**src/rtl/fp_div_writeback.sv**
```systemverilog
// rtl/fp_div_writeback.sv - FP divider result capture with special-case resolution and 2-entry output FIFO
// Optional feature macro: FDIV_SPECIAL_CASE_EN (IEEE special-case resolution and sign correction)
module fp_div_writeback #(
   parameter int XLEN  = 32,
   parameter int CNT_W = 16
) (
   input  logic             clk,
   input  logic             rst_n,
   input  logic             in_valid,
   output logic             in_ready,
   input  logic [XLEN-1:0]  in_a,
   input  logic [XLEN-1:0]  in_b,
   input  logic [XLEN-1:0]  in_quot,
   input  logic             in_zdiv,
   output logic             out_valid,
   input  logic             out_ready,
   output logic [XLEN-1:0]  out_result,
   output logic [3:0]       out_flags,
   output logic [3:0]       sticky_flags,
   input  logic             flag_clr,
   output logic [CNT_W-1:0] op_count
);
   logic            w_push;
   logic            w_pop;
   logic [XLEN-1:0] w_res;
   logic [3:0]      w_flags;
   logic [7:0]      w_ea;

   logic [XLEN-1:0]  r_data [2];
   logic [3:0]       r_flg  [2];
   logic             r_wptr;
   logic             r_rptr;
   logic [1:0]       r_count;
   logic [3:0]       r_sticky;
   logic [CNT_W-1:0] r_op_count;

   assign w_ea = in_a[30:23];

`ifdef FDIV_SPECIAL_CASE_EN
   logic       w_sign;
   logic [7:0] w_eb;
   logic [7:0] w_eq;
   logic       w_nan_a;
   logic       w_nan_b;
   logic       w_inf_a;
   logic       w_inf_b;
   logic       w_unused;

   assign w_sign   = in_a[31] ^ in_b[31];
   assign w_eb     = in_b[30:23];
   assign w_eq     = in_quot[30:23];
   assign w_nan_a  = (w_ea == 8'hFF) && (in_a[22:0] != 23'h0);
   assign w_nan_b  = (w_eb == 8'hFF) && (in_b[22:0] != 23'h0);
   assign w_inf_a  = (w_ea == 8'hFF) && (in_a[22:0] == 23'h0);
   assign w_inf_b  = (w_eb == 8'hFF) && (in_b[22:0] == 23'h0);
   // The divider's own zero flag and quotient sign are superseded by operand classification
   assign w_unused = in_zdiv ^ in_quot[31];

   // First-match special-case resolution; denormal operands count as zero
   always_comb begin
      w_res   = {w_sign, in_quot[30:0]};
      w_flags = 4'b0000;
      if (w_nan_a || w_nan_b) begin
         w_res   = 32'h7FC0_0000;
         w_flags = 4'b1000;
      end else if ((w_inf_a && w_inf_b) || (w_ea == 8'h00 && w_eb == 8'h00)) begin
         w_res   = 32'h7FC0_0000;
         w_flags = 4'b1000;
      end else if (w_inf_a) begin
         w_res   = {w_sign, 8'hFF, 23'h0};
      end else if (w_eb == 8'h00) begin
         w_res   = {w_sign, 8'hFF, 23'h0};
         w_flags = 4'b0100;
      end else if (w_inf_b || w_ea == 8'h00) begin
         w_res   = {w_sign, 31'h0};
      end else if (w_eq == 8'hFF) begin
         w_res   = {w_sign, 8'hFF, 23'h0};
         w_flags = 4'b0010;
      end else if (w_eq == 8'h00) begin
         w_res   = {w_sign, 31'h0};
         w_flags = 4'b0001;
      end
   end
`else
   logic w_unused;

   // Minimal build only looks at the dividend exponent and the divider's zero flag
   assign w_unused = ^{in_a[31], in_a[22:0], in_b};

   // Zero dividend or divide-by-zero collapses to +0; DZ passed through
   always_comb begin
      w_res   = (w_ea == 8'h00 || in_zdiv) ? '0 : in_quot;
      w_flags = {1'b0, in_zdiv, 2'b00};
   end
`endif

   assign in_ready     = (r_count != 2'd2);
   assign out_valid    = (r_count != 2'd0);
   assign w_push       = in_valid & in_ready;
   assign w_pop        = out_valid & out_ready;
   assign out_result   = r_data[r_rptr];
   assign out_flags    = r_flg[r_rptr];
   assign sticky_flags = r_sticky;
   assign op_count     = r_op_count;

   // FIFO storage, pointers and occupancy; simultaneous push/pop at count 1 replaces the head
   always_ff @(posedge clk or negedge rst_n) begin
      if (!rst_n) begin
         r_data[0] <= '0;
         r_data[1] <= '0;
         r_flg[0]  <= 4'b0000;
         r_flg[1]  <= 4'b0000;
         r_wptr    <= 1'b0;
         r_rptr    <= 1'b0;
         r_count   <= 2'd0;
      end else begin
         if (w_push) begin
            r_data[r_wptr] <= w_res;
            r_flg[r_wptr]  <= w_flags;
            r_wptr         <= ~r_wptr;
         end
         if (w_pop) begin
            r_rptr <= ~r_rptr;
         end
         if (w_push && !w_pop) begin
            r_count <= r_count + 2'd1;
         end else if (w_pop && !w_push) begin
            r_count <= r_count - 2'd1;
         end
      end
   end

   // Sticky exception flags; a same-cycle flag set wins over clear
   always_ff @(posedge clk or negedge rst_n) begin
      if (!rst_n) begin
         r_sticky <= 4'b0000;
      end else if (w_push) begin
         r_sticky <= (flag_clr ? 4'b0000 : r_sticky) | w_flags;
      end else if (flag_clr) begin
         r_sticky <= 4'b0000;
      end
   end

   // Accepted-operation counter, wraps naturally
   always_ff @(posedge clk or negedge rst_n) begin
      if (!rst_n) begin
         r_op_count <= '0;
      end else if (w_push) begin
         r_op_count <= r_op_count + CNT_W'(1);
      end
   end
endmodule

```
**config.mk**
```make
export PLATFORM = sky130hd
export DESIGN_NAME = fp_div_writeback
export DESIGN_NICKNAME = d
export VERILOG_FILES = /design/src/rtl/fp_div_writeback.sv
export SDC_FILE = /design/constraint.sdc
export NUM_CORES = 1
export LEC_CHECK = 0
export ABC_CLOCK_PERIOD_IN_PS = 1700
export BUFFER_PORTS_ARGS = -buffer_cell sky130_fd_sc_hd__buf_2
export CELL_PAD_IN_SITES_DETAIL_PLACEMENT = 1
export CELL_PAD_IN_SITES_GLOBAL_PLACEMENT = 2
export CORE_UTILIZATION = 28
export DETAILED_ROUTE_END_ITERATION = 12
export GPL_TIMING_DRIVEN = 0
export PLACE_DENSITY = 0.86
export SYNTH_ARGS = -nofsm -noshare
export SYNTH_HDL_FRONTEND = slang
export SYNTH_SLANG_ARGS = --single-unit
```
**constraint.sdc**
```tcl
create_clock -name clk -period 1.7 [get_ports clk]
set_input_delay 0.255 -clock clk [delete_from_list [all_inputs] [get_ports clk]]
set_output_delay 0.255 -clock clk [all_outputs]
set_load 0.01 [all_outputs]
```
Word level (Yosys, flattened, before mapping)
Cells that the tools add are included.
{"block": "classes", "add_sub_neg": 3, "n_lt_le_gt_ge": 3, "eq_ne": 1, "muxes": 17, "bitwise_logic": 7, "n_reduce_logical": 9}
{"op": "2-to-1 mux 32 bit", "count": 5}
{"op": "bitwise mux 64 bit", "count": 1}
{"op": "demux 32 bit (select 1 bit)", "count": 1}
{"op": "2-to-1 mux 4 bit", "count": 6}
{"op": "adder 16 x 1 -> 16 bit, second input constant", "count": 1}
{"op": "bitwise mux 8 bit", "count": 1}
{"op": "logical NOT 8 bit", "count": 1}
{"op": "demux 4 bit (select 1 bit)", "count": 1}
{"op": "greater-or-equal comparator 2 bit, second input constant", "count": 2}
{"op": "2-to-1 mux 2 bit", "count": 2}
{"op": "inverter 1 -> 2 bit", "count": 2}
{"op": "OR 4 x 3 -> 4 bit", "count": 1}
{"op": "nonzero test 2 bit", "count": 2}
{"op": "logical AND 1 bit", "count": 3}
{"op": "adder 2 x 1 -> 2 bit, second input constant", "count": 1}
{"op": "AND 1 bit", "count": 2}
{"op": "logical NOT 1 bit", "count": 2}
{"op": "less-than comparator 2 x 1 -> 1 bit, second input constant", "count": 1}
{"op": "inequality test 2 bit, second input constant", "count": 1}
{"op": "inverter 1 bit", "count": 2}
{"op": "subtractor 2 x 1 -> 2 bit, second input constant", "count": 1}
{"op": "logical OR 1 bit", "count": 1}
{"block": "word_totals", "ff_bits": 96, "out_inout_bits": 58, "elab_cells": 49}

Longest topological paths before layout
{"block": "depth", "depth_word": 6, "depth_mapped": 8, "depth_no_buf": 8}

Least setup slack after synthesis
OpenSTA, ideal clock, no wires.
{"block": "synth_timing", "kind": "register to register", "from": "reg r_op_count[0] (netlist: op_count[0])", "to": "reg r_op_count[10] (netlist: op_count[10])", "setup_ps": 126, "arrival_time_ps": 1458, "slack_ps": 116, "path_stages_with_launch": 6, "period_less_slack_ps": 1584, "cell_sequence": "dfrtp_1 > ha_1 > nand3_1 > nor4_1 > nand4_1 > xnor2_1"}
{"block": "synth_between", "elab_chain_cells": 1}
{"item": "start: declaration", "line": "35", "text": "logic [CNT_W-1:0] r_op_count;"}
{"item": "start signal: assignment", "line": "149", "text": "r_op_count <= r_op_count + CNT_W'(1);"}
{"item": "adder 16 x 1 -> 16 bit", "line": "149"}
No other way between the ends.
A chain may end at the register's enable or synchronous reset.

Worst setup path after layout
{"block": "layout_timing", "from": "reg r_count[0]", "to": "out out_valid"}
{"block": "layout_between", "elab_chain_cells": 1}
{"item": "start: declaration", "line": "33", "text": "logic [1:0] r_count;"}
{"item": "start signal: assignment", "line": "126", "text": "r_count <= r_count + 2'd1;"}
{"item": "start signal: assignment", "line": "128", "text": "r_count <= r_count - 2'd1;"}
{"item": "nonzero test 2 bit", "line": "98", "text": "assign out_valid = (r_count != 2'd0);"}
{"item": "end: declaration", "line": "15", "text": "output logic out_valid,"}
No other way between the ends.

==> run metrics <==
status=completed; Core ar.=13,830 um^2; max_slew headroom=63.78%; Yosys top cell by area=dfrtp_1; largest net degree at the start of global routing=53; Max clock buf depth=2; Max VDD drop=0.0006646 V; Die X=120.8 um; total wire length=10.70 mm; CTS tree=yes; fillcell total=1,598; # rows=43; Initial DRT Pass Iterations=4; wire per inst=14.90 um; MaxCap Viol Count=0; fin crit share=96.88%; Final Non-Filler Cells=718; crit path time final=1.647 ns; vias per cell=4.513; Worst Max-Slew Pin Slew=0.5433 ns; area grow syn2layout=31.56%; Max Fclk=0.6072 GHz; Nets=637; root buffer cell=clkbuf_16; CP Data Required Time=1.44 ns; initial drt markers=124; port bufs=97; Die Ht=120.8 um; final setup violation count=0; starting density of the core=28.56%; post-synthesis cell count=411; Antenna Cells=0; Static Leakage=0.002539 uW; first-pass GRT wire length=17.57 mm; grt ovf=0; Hold Path End=sticky_flags[2]; EDFF count, synth=0; Worst setup EP type=primary output; Avg Inst Size Synth=9.608 um^2; Syn. warnings=0; Setup crit start kind=flop; most common cell in the netlist=nand2_1; Min-Delay Path Class=in2reg; Synth top area share=55.13%; RePlAce Congestion=0.7458; antenna violations before repair=2; RSZ-0062 raised after global routing=true; reg2reg end=r_count[1]; # IOs=160; Synth area leaders=dfrtp_1 55%, nand2_1 10%, o21ai_0 8.2%; vias in the first global route=3,588; #FFs+latches synth=87; reg2reg start=r_count[0]; Pwr Density=1769 nW/um^2; clk_lat worst skew=0.34 ns; FFs w/ async S/R, synth=100.0%; Hold Path Stages=2; critical path class=reg2out; H-tree Lvls=3; CP max FO=3; GRT Resource Usage Total=15.70%; Critical Path AT=1.39 ns; reg2reg setup slack=0.05 ns; Yosys cell types=30; Worst-path clk slew=0.06 ns; DP HPWL=7.702 mm; Placed Instances=694; Sink Count=87; top_reg_cell synth=dfrtp_1; TritonCTS buffer count=9; register area share after synthesis=55.13%; Setup TNS Final=0 ns; Slew Limit Fails=0; worst hold start=flag_clr; Post-synth top cells=107 x nand2_1, 87 x dfrtp_1, 65 x o21ai_0; Mapped Area=3949 um^2; Layout Skew=0.006999 ns; final hold vios=0; Vias=3,240; share of cells above drive strength 1=30.48%; Residual DRC=0; cells on worst reg2reg path=7; die area=14,580 um^2; antenna viol nets, final=0
==> stage by stage <==
stage	power, uW	util, %	hold slack, ns	instance area, um^2	setup slack [ns]
2_1_floorplan	5493	-	-0.04059	3968	0.1163
3_3_place_gp	6734	33.83	0.4348	4678	-0.3744
3_5_place_dp	6956	34.05	0.2614	4708	-0.1724
4_1_cts	9135	36.97	0.08077	5112	0.004877
5_1_grt	9927	37.57	0.1027	5195	-0.03394
6_report	9189	37.57	0.09242	5195	0.05298
==> cell usage in the layout (no fill, tap or decap), drive strengths merged <==
master,n
xor2,8
dlygate4sd3,1
or4,1
clkinvlp,3
mux2i,32
buf,121
xnor2,12
or2,1
mux2,3
nor2,6
nand2,108
clkinv,2
o21ai,65
nand4,2
a21oi,1
nand3,7
nor2b,1
conb,6
and4,1
clkbuf,21
nor4,4
nor3,2
ha,2
inv,39
and3,2
dfrtp,87
==> repair_timing <==
action,CTS,global route
setup buffers,2,5
setup endpoints to repair,89,69
hold endpoints to repair,35,0
pin swaps,3,2
gates resized for setup,35,24
hold buffers,1,0
==> metal layers <==
| metal | routed length, um | part of all wire (%) | GRT usage [%] |
|---|---|---|---|
| met5 | 18 | 0.17 | 0 |
| met4 | 78 | 0.73 | 3.241 |
| met3 | 695 | 6.5 | 5.991 |
| met2 | 5444 | 51 | 27.66 |
| met1 | 4461 | 42 | 18.01 |
==> flip-flops by register name (all words and copies together), names as in the netlist <==
name	count
r_rptr	1
r_wptr	1
op_count	16
r_data	64
r_count	2
r_flg	2
sticky_flags	1
==> how the worst max path moves through the flow <==
stage | startpoint | to | slack [ns] | cells after the start
5_1_grt | r_rptr | out_result[29] | -0.03 | 5
3_5_place_dp | r_count[0] | r_data[26] | -0.17 | 6
6_report | r_count[0] | out_valid | 0.05 | 3
3_3_place_gp | rst_n | r_data[59] | -0.37 | 1
4_1_cts | r_rptr | out_result[18] | 0.005 | 5
2_1_floorplan | op_count[0] | op_count[10] | 0.12 | 5
==> cell families after synthesis <==
family	count (synthesis)	synth area share, %
flip-flops	87	55.13
buffers and inverters	65	7.604
XOR/XNOR	20	4.436
other	1	0.09497
AO/OA/AOI/OAI	66	8.365
multiplexers	35	8.967
adder cells (fa/ha/maj)	2	0.6336
AND/OR/NAND/NOR	135	14.77
==> layout make-up <==
cell class	instances	area, um^2	area share [%]
plain buffers	27	231.5	4.456
well taps	180	225.2	4.335
multi-input cells	264	1553	29.89
clock buffers	10	239.0	4.600
repair buffers	106	580.6	11.18
flip-flops and latches	87	2178	41.93
clock inverters	6	45.04	0.8671
inverters	38	142.6	2.746
==> report_power, final <==
group | total, uW | leakage [uW] | switching, uW | internal (uW)
Combinational | 3890 | 0.00129 | 2230 | 1660
Clock | 1880 | 0.000131 | 845 | 1030
Sequential | 3420 | 0.00112 | 458 | 2960
Total | 9190 | 0.00254 | 3530 | 5660
==> worst max-delay path, stage by stage, from the launching register on <==
cell,delay [ns]
dfrtp_1,0.42
buf_4,0.17
or2_2,0.32
buf_2,0.15
Power figures use the tool's default switching activity.
